--- config.mk ---
export PLATFORM = sky130hd
export DESIGN_NAME = dr_req_sched
export DESIGN_NICKNAME = d
export VERILOG_FILES = /design/src/rtl/dr_req_sched.sv
export SDC_FILE = /design/constraint.sdc
export NUM_CORES = 1
export LEC_CHECK = 0
export CORE_MARGIN = 2
export CORE_UTILIZATION = 25
export DETAILED_ROUTE_END_ITERATION = 7
export GPL_TIMING_DRIVEN = 0
export PLACE_DENSITY_LB_ADDON = 0.08
export SKIP_LAST_GASP = 1
export SYNTH_ARGS = -nofsm -noshare
export SYNTH_HDL_FRONTEND = slang
export SYNTH_SLANG_ARGS = --single-unit
--- constraint.sdc ---
create_clock -name i_clk -period 15.38 [get_ports i_clk]
set_input_delay 3.076 -clock i_clk [delete_from_list [all_inputs] [get_ports i_clk]]
set_output_delay 3.076 -clock i_clk [all_outputs]
set_load 0.02 [all_outputs]
--- src/rtl/dr_req_sched.sv ---
// Input scheduler for directory_bank: demand and prefetch FIFOs feeding one registered out stage.
// Demand has priority; a starvation counter forces a prefetch load after STARVE_MAX demand loads.
module dr_req_sched #(
    parameter int unsigned REQ_W      = 64,
    parameter int unsigned DQ_DEPTH   = 4,
    parameter int unsigned PQ_DEPTH   = 8,
    parameter int unsigned STARVE_MAX = 8
) (
    input  logic             i_clk,
    input  logic             i_reset,
    input  logic             i_l2todr_req_valid,
    output logic             o_l2todr_req_retry,
    input  logic [REQ_W-1:0] i_l2todr_req,
    input  logic             i_l2todr_pfreq_valid,
    output logic             o_l2todr_pfreq_retry,
    input  logic [REQ_W-1:0] i_l2todr_pfreq,
    output logic             o_dr_req_valid,
    input  logic             i_dr_req_retry,
    output logic [REQ_W-1:0] o_dr_req,
    output logic             o_dr_req_is_pf,
    output logic             o_pf_drop,
    output logic [15:0]      o_pf_drop_cnt
);
    localparam int unsigned DQ_PW = $clog2(DQ_DEPTH);
    localparam int unsigned PQ_PW = $clog2(PQ_DEPTH);
    localparam logic [DQ_PW:0] DQ_FULL    = DQ_DEPTH[DQ_PW:0];
    localparam logic [PQ_PW:0] PQ_FULL    = PQ_DEPTH[PQ_PW:0];
    localparam logic [7:0]     STARVE_LIM = STARVE_MAX[7:0];

    logic [REQ_W-1:0] r_dq_mem [DQ_DEPTH];
    logic [DQ_PW-1:0] r_dq_rd, r_dq_wr;
    logic [DQ_PW:0]   r_dq_cnt;
    logic [REQ_W-1:0] r_pq_mem [PQ_DEPTH];
    logic [PQ_PW-1:0] r_pq_rd, r_pq_wr;
    logic [PQ_PW:0]   r_pq_cnt;
    logic [7:0]       r_starve;
    logic             r_out_valid, r_out_is_pf;
    logic [REQ_W-1:0] r_out_req;
    logic             r_pf_drop;
    logic [15:0]      r_pf_drop_cnt;

    logic w_dq_ne, w_pq_ne, w_dq_full, w_pq_full, w_dq_push, w_dq_pop, w_pq_pop;
    logic w_pq_drop, w_pq_inc, w_out_xfer, w_load, w_pick_pf;

    assign w_dq_ne    = (r_dq_cnt != '0);
    assign w_pq_ne    = (r_pq_cnt != '0);
    assign w_dq_full  = (r_dq_cnt == DQ_FULL);
    assign w_pq_full  = (r_pq_cnt == PQ_FULL);
    assign w_dq_push  = i_l2todr_req_valid && !w_dq_full;
    assign w_out_xfer = r_out_valid && !i_dr_req_retry;
    assign w_load     = (!r_out_valid || w_out_xfer) && (w_dq_ne || w_pq_ne);
    assign w_pick_pf  = w_pq_ne && (!w_dq_ne || (r_starve == STARVE_LIM));
    assign w_dq_pop   = w_load && !w_pick_pf;
    assign w_pq_pop   = w_load && w_pick_pf;
    // A same-cycle pop makes room, so only a push into a full, non-popping queue drops.
    assign w_pq_drop  = i_l2todr_pfreq_valid && w_pq_full && !w_pq_pop;
    assign w_pq_inc   = i_l2todr_pfreq_valid && !w_pq_drop;

    always_ff @(posedge i_clk) begin
        if (w_dq_push) r_dq_mem[r_dq_wr] <= i_l2todr_req;
        if (i_l2todr_pfreq_valid) r_pq_mem[r_pq_wr] <= i_l2todr_pfreq;
    end

    always_ff @(posedge i_clk or negedge i_reset) begin
        if (!i_reset) begin
            r_dq_rd  <= '0;
            r_dq_wr  <= '0;
            r_dq_cnt <= '0;
        end else begin
            if (w_dq_push) r_dq_wr <= r_dq_wr + 1'b1;
            if (w_dq_pop)  r_dq_rd <= r_dq_rd + 1'b1;
            r_dq_cnt <= r_dq_cnt + {{DQ_PW{1'b0}}, w_dq_push} - {{DQ_PW{1'b0}}, w_dq_pop};
        end
    end

    always_ff @(posedge i_clk or negedge i_reset) begin
        if (!i_reset) begin
            r_pq_rd  <= '0;
            r_pq_wr  <= '0;
            r_pq_cnt <= '0;
        end else begin
            if (i_l2todr_pfreq_valid)  r_pq_wr <= r_pq_wr + 1'b1;
            if (w_pq_pop || w_pq_drop) r_pq_rd <= r_pq_rd + 1'b1;
            r_pq_cnt <= r_pq_cnt + {{PQ_PW{1'b0}}, w_pq_inc} - {{PQ_PW{1'b0}}, w_pq_pop};
        end
    end

    always_ff @(posedge i_clk or negedge i_reset) begin
        if (!i_reset) begin
            r_out_valid <= 1'b0;
            r_out_is_pf <= 1'b0;
            r_out_req   <= '0;
        end else if (w_load) begin
            r_out_valid <= 1'b1;
            r_out_is_pf <= w_pick_pf;
            r_out_req   <= w_pick_pf ? r_pq_mem[r_pq_rd] : r_dq_mem[r_dq_rd];
        end else if (w_out_xfer) begin
            r_out_valid <= 1'b0;
        end
    end

    always_ff @(posedge i_clk or negedge i_reset) begin
        if (!i_reset) begin
            r_starve <= '0;
        end else if (!w_pq_ne || w_pq_pop) begin
            r_starve <= '0;
        end else if (w_dq_pop && (r_starve != STARVE_LIM)) begin
            r_starve <= r_starve + 8'd1;
        end
    end

    always_ff @(posedge i_clk or negedge i_reset) begin
        if (!i_reset) begin
            r_pf_drop     <= 1'b0;
            r_pf_drop_cnt <= '0;
        end else begin
            r_pf_drop <= w_pq_drop;
            if (w_pq_drop && (r_pf_drop_cnt != 16'hFFFF)) r_pf_drop_cnt <= r_pf_drop_cnt + 16'd1;
        end
    end

    assign o_l2todr_req_retry   = w_dq_full;
    assign o_l2todr_pfreq_retry = 1'b0;
    assign o_dr_req_valid       = r_out_valid;
    assign o_dr_req             = r_out_req;
    assign o_dr_req_is_pf       = r_out_is_pf;
    assign o_pf_drop            = r_pf_drop;
    assign o_pf_drop_cnt        = r_pf_drop_cnt;
endmodule

==> results.toml, run 1 <==
[drt]
via_count = 16258
drtAntennaViolNets = 0
via_per_inst = 4.37
dr.pass1.iters = 5
drtIter0Drc = 1211
drc = 0
drt_wl_total_um = 93100
wire_per_inst_um = 25.0

[sta]
worst_pin_slew_ns = 1.31
worst_slew_margin_rel = 0.124
finalSetupTns_ns = 0
drv_slew = 0
setup_viol = 0
fin_worst_skew_ns = 0.0224
timing.fmax_mhz = 176
post-route-period-util = 0.368
period_needed_ns = 5.67
rsz0062_at_grt = "false"
hold_violations = 0
setup_slack_ns = 9.71

[floorplanning]
die_height_um = 368
core-area_um2 = 131000
ios = 218
die_width_um = 368
num_rows = 133
initial_core_util = 0.252
die_area_um2 = 135000

[yosys]
yosysUniqueCellTypes = 46
synth_top_family_by_area = "multiplexers"
ys.flop_type = "edfxtp_1"
synthArstFlopShare = 0.123
synth.cell_area_um2 = 33100
yosys_warnings = 0
synth_enable_flop_cells = 768
synthesis.nets = 1661
synthCells = 1510
synth_seq_cells = 876
synthXorXnorAreaFrac = 0.00714
synth_compound_area_frac = 0.0294
synth.avg_cell_area_um2 = 21.9
synth.area.mux_share = 0.151
synthSimpleGateAreaFrac = 0.0146
synth-seq-area-share = 0.778
synthAdderAreaFrac = 0.00726

[worst_setup_path]
critPathMaxStageDelay_ns = 0.86
cp-end-kind = "flop"
worstPathArrival_ns = 6.24
crit_required_ns = 15.96
crit_path_start_kind = "input port"
cpMaxStageDelayCell = "nor3_1"
crit_chain = "clkdlybuf4s50_1 -> and2_1 -> nor3_1 -> buf_2 -> ha_1 -> inv_1 -> ha_1 -> inv_1 -> fa_1 -> xnor2_1 -> xnor2_1"
crit_type = "in -> reg"
r2r_cells = 13
cp_max_fo = 10

[place]
dpl.hpwl_um = 61600
place.gp.congestion = 0.714
pre_cts_ws_ns = 8.80
io_buffers = 215

[finish]
drive_gt1_frac = 0.223
final_util = 0.317
multiInputGateArea_um2 = 7010
fill_cells = 12679
mostFrequentLayoutCell = "edfxtp_1"
area_growth_pct = 25.7
layout_common_cells = "edfxtp_1, clkdlybuf4s50_1, mux4_2, dfrtp_1, clkbuf_16"
seqCellArea_um2 = 25800
nNetsFinal = 2027

[grt]
busiest_layer = "met2"
grtUsageTotal = 0.138
use_met1 = 0.181
grt_overflow_total = 0
grt_pass1_wl_um = 133000
antenna_found_initial = 26
use_met2 = 0.229
grt_pass1_vias = 17631
met3_usage = 0.0324
grt_max_degree = 62

[cts]
cts_resized = 0
cts_inserted_buffers = 105
hold_buffers = 0
cts.sink_count = 876
cts_setup_buffers = 0
clockRootBuffer = "clkbuf_16"
tritoncts = "yes"
cts_buffer_depth = 3
htree_num_levels = 3
clk_latency_ns = 0.70
path_clk_slew_ns = 0.06

[outcome]
status = "finished, final reports clean"

[power_and_ir_drop]
finalPower_mw = 7.99
p_per_area_nw_per_um2 = 192
p_leak_nw = 13.6
vdd_drop_max_mv = 0.0788

[worst_hold_path]
hp-class = "reg -> reg"
hold_depth = 2

[flow_run]
maxCapViolCount = 0
-- final cells by class --
type                            instances  area share
Inverter                               11    0.000992
Antenna cell                            2    0.000120
Tap cell                             1755      0.0528
Clock buffer                          141      0.0680
Buffer                                 75     0.00860
Sequential cell                       876       0.619
Multi-Input combinational cell        548       0.168
Clock inverter                         54      0.0112
Timing Repair Buffer                  259      0.0710
-- where the power goes --
group,switching [mW],internal [mW]
Clock,0.986,1.39
Combinational,1.37,1.03
Sequential,0.151,3.07
-- cell families (layout without fill, tap and decap cells) --
logic type                 count (synthesis)  count (layout)
muxes                                    260             260
DFF                                      876             876
adders and majority gates                 18              18
xor gates and xnor gates                  27              27
buffers and inverters                     86             540
other                                      1               3
and+or+nand+nor                           90              90
AOI/OAI and AO/OA                        152             152
-- flip-flops by register name, indices dropped and copies added (netlist names) --
signal          cells
o_pf_drop           1
r_dq_mem          256
r_starve            8
o_dr_req_valid      1
o_pf_drop_cnt      16
r_dq_rd             2
o_dr_req_is_pf      1
r_pq_cnt            4
r_pq_wr             3
r_pq_rd             3
o_dr_req           64
r_pq_mem          512
r_dq_cnt            3
r_dq_wr             2
-- worst max-delay path: cells and delay by family --
family	cells	cell delay, ns
XOR/XNOR	2	0.26
buffers and inverters	4	0.98
AND/OR/NAND/NOR	2	1.10
adder cells (fa/ha/maj)	3	0.82
-- through the flow --
stage	instances	hold slack, ns	instance area [um^2]
2_1_floorplan	1510	0.478	33100
4_1_cts	3719	0.492	41600
3_5_place_dp	3524	0.472	38300
6_report	3721	0.489	41600
5_1_grt	3719	0.518	41600
3_3_place_gp	3480	0.476	37500
-- synth_stat cells (3+ instances only) --
cell type / instances / area (um^2)
nand2_1: 23 / 86.3
and3_1: 7 / 43.8
a21oi_1: 7 / 35.0
o21ai_0: 20 / 100
nor2b_1: 3 / 18.8
edfxtp_1: 768 / 23100
ha_1: 16 / 200
nand2b_1: 4 / 25.0
clkbuf_1: 33 / 124
nand4_1: 9 / 56.3
mux2_2: 3 / 33.8
and4_1: 3 / 26.3
mux2i_1: 64 / 641
o21ai_1: 49 / 245
and2_1: 5 / 31.3
nand3_1: 8 / 40.0
xor2_1: 8 / 70.1
buf_2: 24 / 120
inv_1: 11 / 41.3
xnor2_1: 19 / 166
nor2_1: 11 / 41.3
buf_6: 5 / 56.3
a31oi_1: 3 / 18.8
nor3b_1: 3 / 22.5
buf_1: 11 / 41.3
a22oi_1: 64 / 480
or3_1: 5 / 31.3
mux4_2: 192 / 4320
nor3_1: 5 / 25.0
dfrtp_1: 108 / 2700
-- worst paths after layout --
| kind | slack (ns) | from | endpoint |
|---|---|---|---|
| setup / recovery | 9.71 | i_dr_req_retry | r_dq_cnt[2]$_DFF_PN0_ |
| hold / removal | 0.49 | o_dr_req_is_pf$_DFFE_PN0P_ | o_dr_req_is_pf$_DFFE_PN0P_ |
| setup reg to reg | 11.44 | r_pq_cnt[2]$_DFF_PN0_ | r_dq_cnt[2]$_DFF_PN0_ |
| hold reg to reg | 0.49 | o_dr_req_is_pf$_DFFE_PN0P_ | o_dr_req_is_pf$_DFFE_PN0P_ |
| max in group asynchronous | 12.19 | i_reset | o_dr_req[18]$_DFFE_PN0P_ |
| min in group asynchronous | 2.35 | i_reset | o_pf_drop_cnt[9]$_DFFE_PN0P_ |
-- metal layers --
metal	vias up	part of all wire
li1	7042	-
met1	8719	0.44
met2	336	0.49
met3	139	0.050
met4	22	0.021
met5	-	0.0013
No activity file was read; power rests on OpenSTA's default activity.
==> run 2, diff against run 1 <==
clock period = 5.7 ns   (was 15.38 ns; I/O delays follow)
==> results.toml, run 2 (same netlist as run 1, synthesis figures left out) <==
[grt]
grt_pass1_vias = 17484
grt_max_degree = 70
grt_overflow_total = 0
grtUsageTotal = 0.135
antenna_found_initial = 25
grt_pass1_wl_um = 130000

[drt]
via_count = 16129
dr.pass1.iters = 4
drtIter0Drc = 1011
drc = 0
drt_wl_total_um = 91100
via_per_inst = 4.35
wire_per_inst_um = 24.6
drtAntennaViolNets = 0

[worst_setup_path]
crit_required_ns = 6.28
cp-end-kind = "flop"
crit_path_start_kind = "flop"
rrSetupSlack_ns = 1.64
worstPathArrival_ns = 4.64
crit_type = "reg -> reg"
cp_max_fo = 10

[place]
place.gp.congestion = 0.708
dpl.hpwl_um = 60300
io_buffers = 215
pre_cts_ws_ns = 0.985

[sta]
worst_slew_margin_rel = 0.104
fin_worst_skew_ns = 0.0178
setup_slack_ns = 1.64
rsz0062_at_grt = "false"
post-route-period-util = 0.712
setup_viol = 0
period_needed_ns = 4.06
timing.fmax_mhz = 246
hold_violations = 0
drv_slew = 0
worst_pin_slew_ns = 1.34

[power_and_ir_drop]
p_int_mw = 14.9
finalPower_mw = 21.6
pwr-share-clk = 0.299
power.share.switching = 0.309
p_sw_mw = 6.65
vdd_drop_max_mv = 0.225
p_per_area_nw_per_um2 = 518
seq_power_share = 0.404
p_leak_nw = 13.6
pwr-share-comb = 0.297

[cts]
path_clk_slew_ns = 0.06
clk_latency_ns = 0.67
htree_num_levels = 3
clockRootBuffer = "clkbuf_16"
hold_buffers = 0
cts_inserted_buffers = 102
tritoncts = "yes"
cts_buffer_depth = 3
cts_setup_buffers = 0
cts_resized = 0
cts.sink_count = 876

[finish]
drive_gt1_frac = 0.225
area_growth_pct = 25.7
fill_cells = 12677
layout_common_cells = "edfxtp_1, clkdlybuf4s50_1, mux4_2, dfrtp_1, clkbuf_16"
mostFrequentLayoutCell = "edfxtp_1"
largest_register_ff_count = 512
largest-register = "r_pq_mem"
nNetsFinal = 2013
final_util = 0.317

[floorplanning]
die_width_um = 368
core-area_um2 = 131000
initial_core_util = 0.252
num_rows = 133
ios = 218
die_height_um = 368
die_area_um2 = 135000

[worst_hold_path]
hp-class = "in -> async"

[outcome]
status = "finished, final reports clean"

[flow_run]
maxCapViolCount = 0
-- run 2: per-layer routing --
layer / global-route usage / part of all wire
met5: 0 / 0.0021
met4: 0.0383 / 0.021
met3: 0.0342 / 0.052
met2: 0.223 / 0.49
met1: 0.175 / 0.44
-- run 2: final timing paths --
kind / from / end / cells past startpoint
max in group asynchronous: i_reset / o_dr_req[17]$_DFFE_PN0P_ / 2
hold reg to reg: o_dr_req_is_pf$_DFFE_PN0P_ / o_dr_req_is_pf$_DFFE_PN0P_ / 2
setup / recovery: r_pq_cnt[2]$_DFF_PN0_ / r_dq_cnt[2]$_DFF_PN0_ / 13
min in group i_clk: o_dr_req_is_pf$_DFFE_PN0P_ / o_dr_req_is_pf$_DFFE_PN0P_ / 2
setup reg to reg: r_pq_cnt[2]$_DFF_PN0_ / r_dq_cnt[2]$_DFF_PN0_ / 13
hold / removal: i_reset / o_pf_drop_cnt[14]$_DFFE_PN0P_ / 1
-- run 2: through the flow --
| step | std cells | hold slack [ns] | area (um^2) | setup TNS (ns) |
|---|---|---|---|---|
| finish | 3707 | 0.407 | 41600 | 0 |
| global route | 3706 | 0.405 | 41600 | 0 |
| CTS | 3705 | 0.358 | 41600 | 0 |
| detailed placement | 3513 | 0.475 | 38300 | 0 |
| global placement | 3480 | 0.478 | 37500 | -1662.85 |
| floorplan | 1510 | 0.478 | 33100 | 0 |
-- run 2: worst max-delay path, cell delays in order (launching register included) --
cell and delay [ns]:
dfrtp_1 0.36, inv_1 0.10, ha_1 0.17, nor3b_1 0.54, nor4_1 0.14, nor3_1 0.95, buf_2 0.47, ha_1 0.30
inv_1 0.06, ha_1 0.13, inv_1 0.05, fa_1 0.40, xnor2_1 0.18, xnor2_1 0.14
-- run 2: layout make-up --
class | instances | area, um^2 | area share
flip-flops and latches | 876 | 25800 | 0.619
clock buffers | 143 | 2900 | 0.0697
clock inverters | 49 | 457 | 0.0110
well taps | 1755 | 2200 | 0.0527
inverters | 11 | 41.3 | 0.000992
diodes | 2 | 5.00 | 0.000120
multi-input cells | 548 | 7020 | 0.169
plain buffers | 75 | 357 | 0.00857
repair buffers | 248 | 2890 | 0.0693
-- run 2: power groups by stage --
stage	clock network (mW)	logic (mW)	registers [mW]
after floorplan	0	3.50	9.05
after global placement	0	6.38	9.00
after detailed placement	0	6.69	8.85
after CTS	6.68	6.72	8.73
after global routing	6.92	7.00	8.81
final	6.45	6.40	8.70
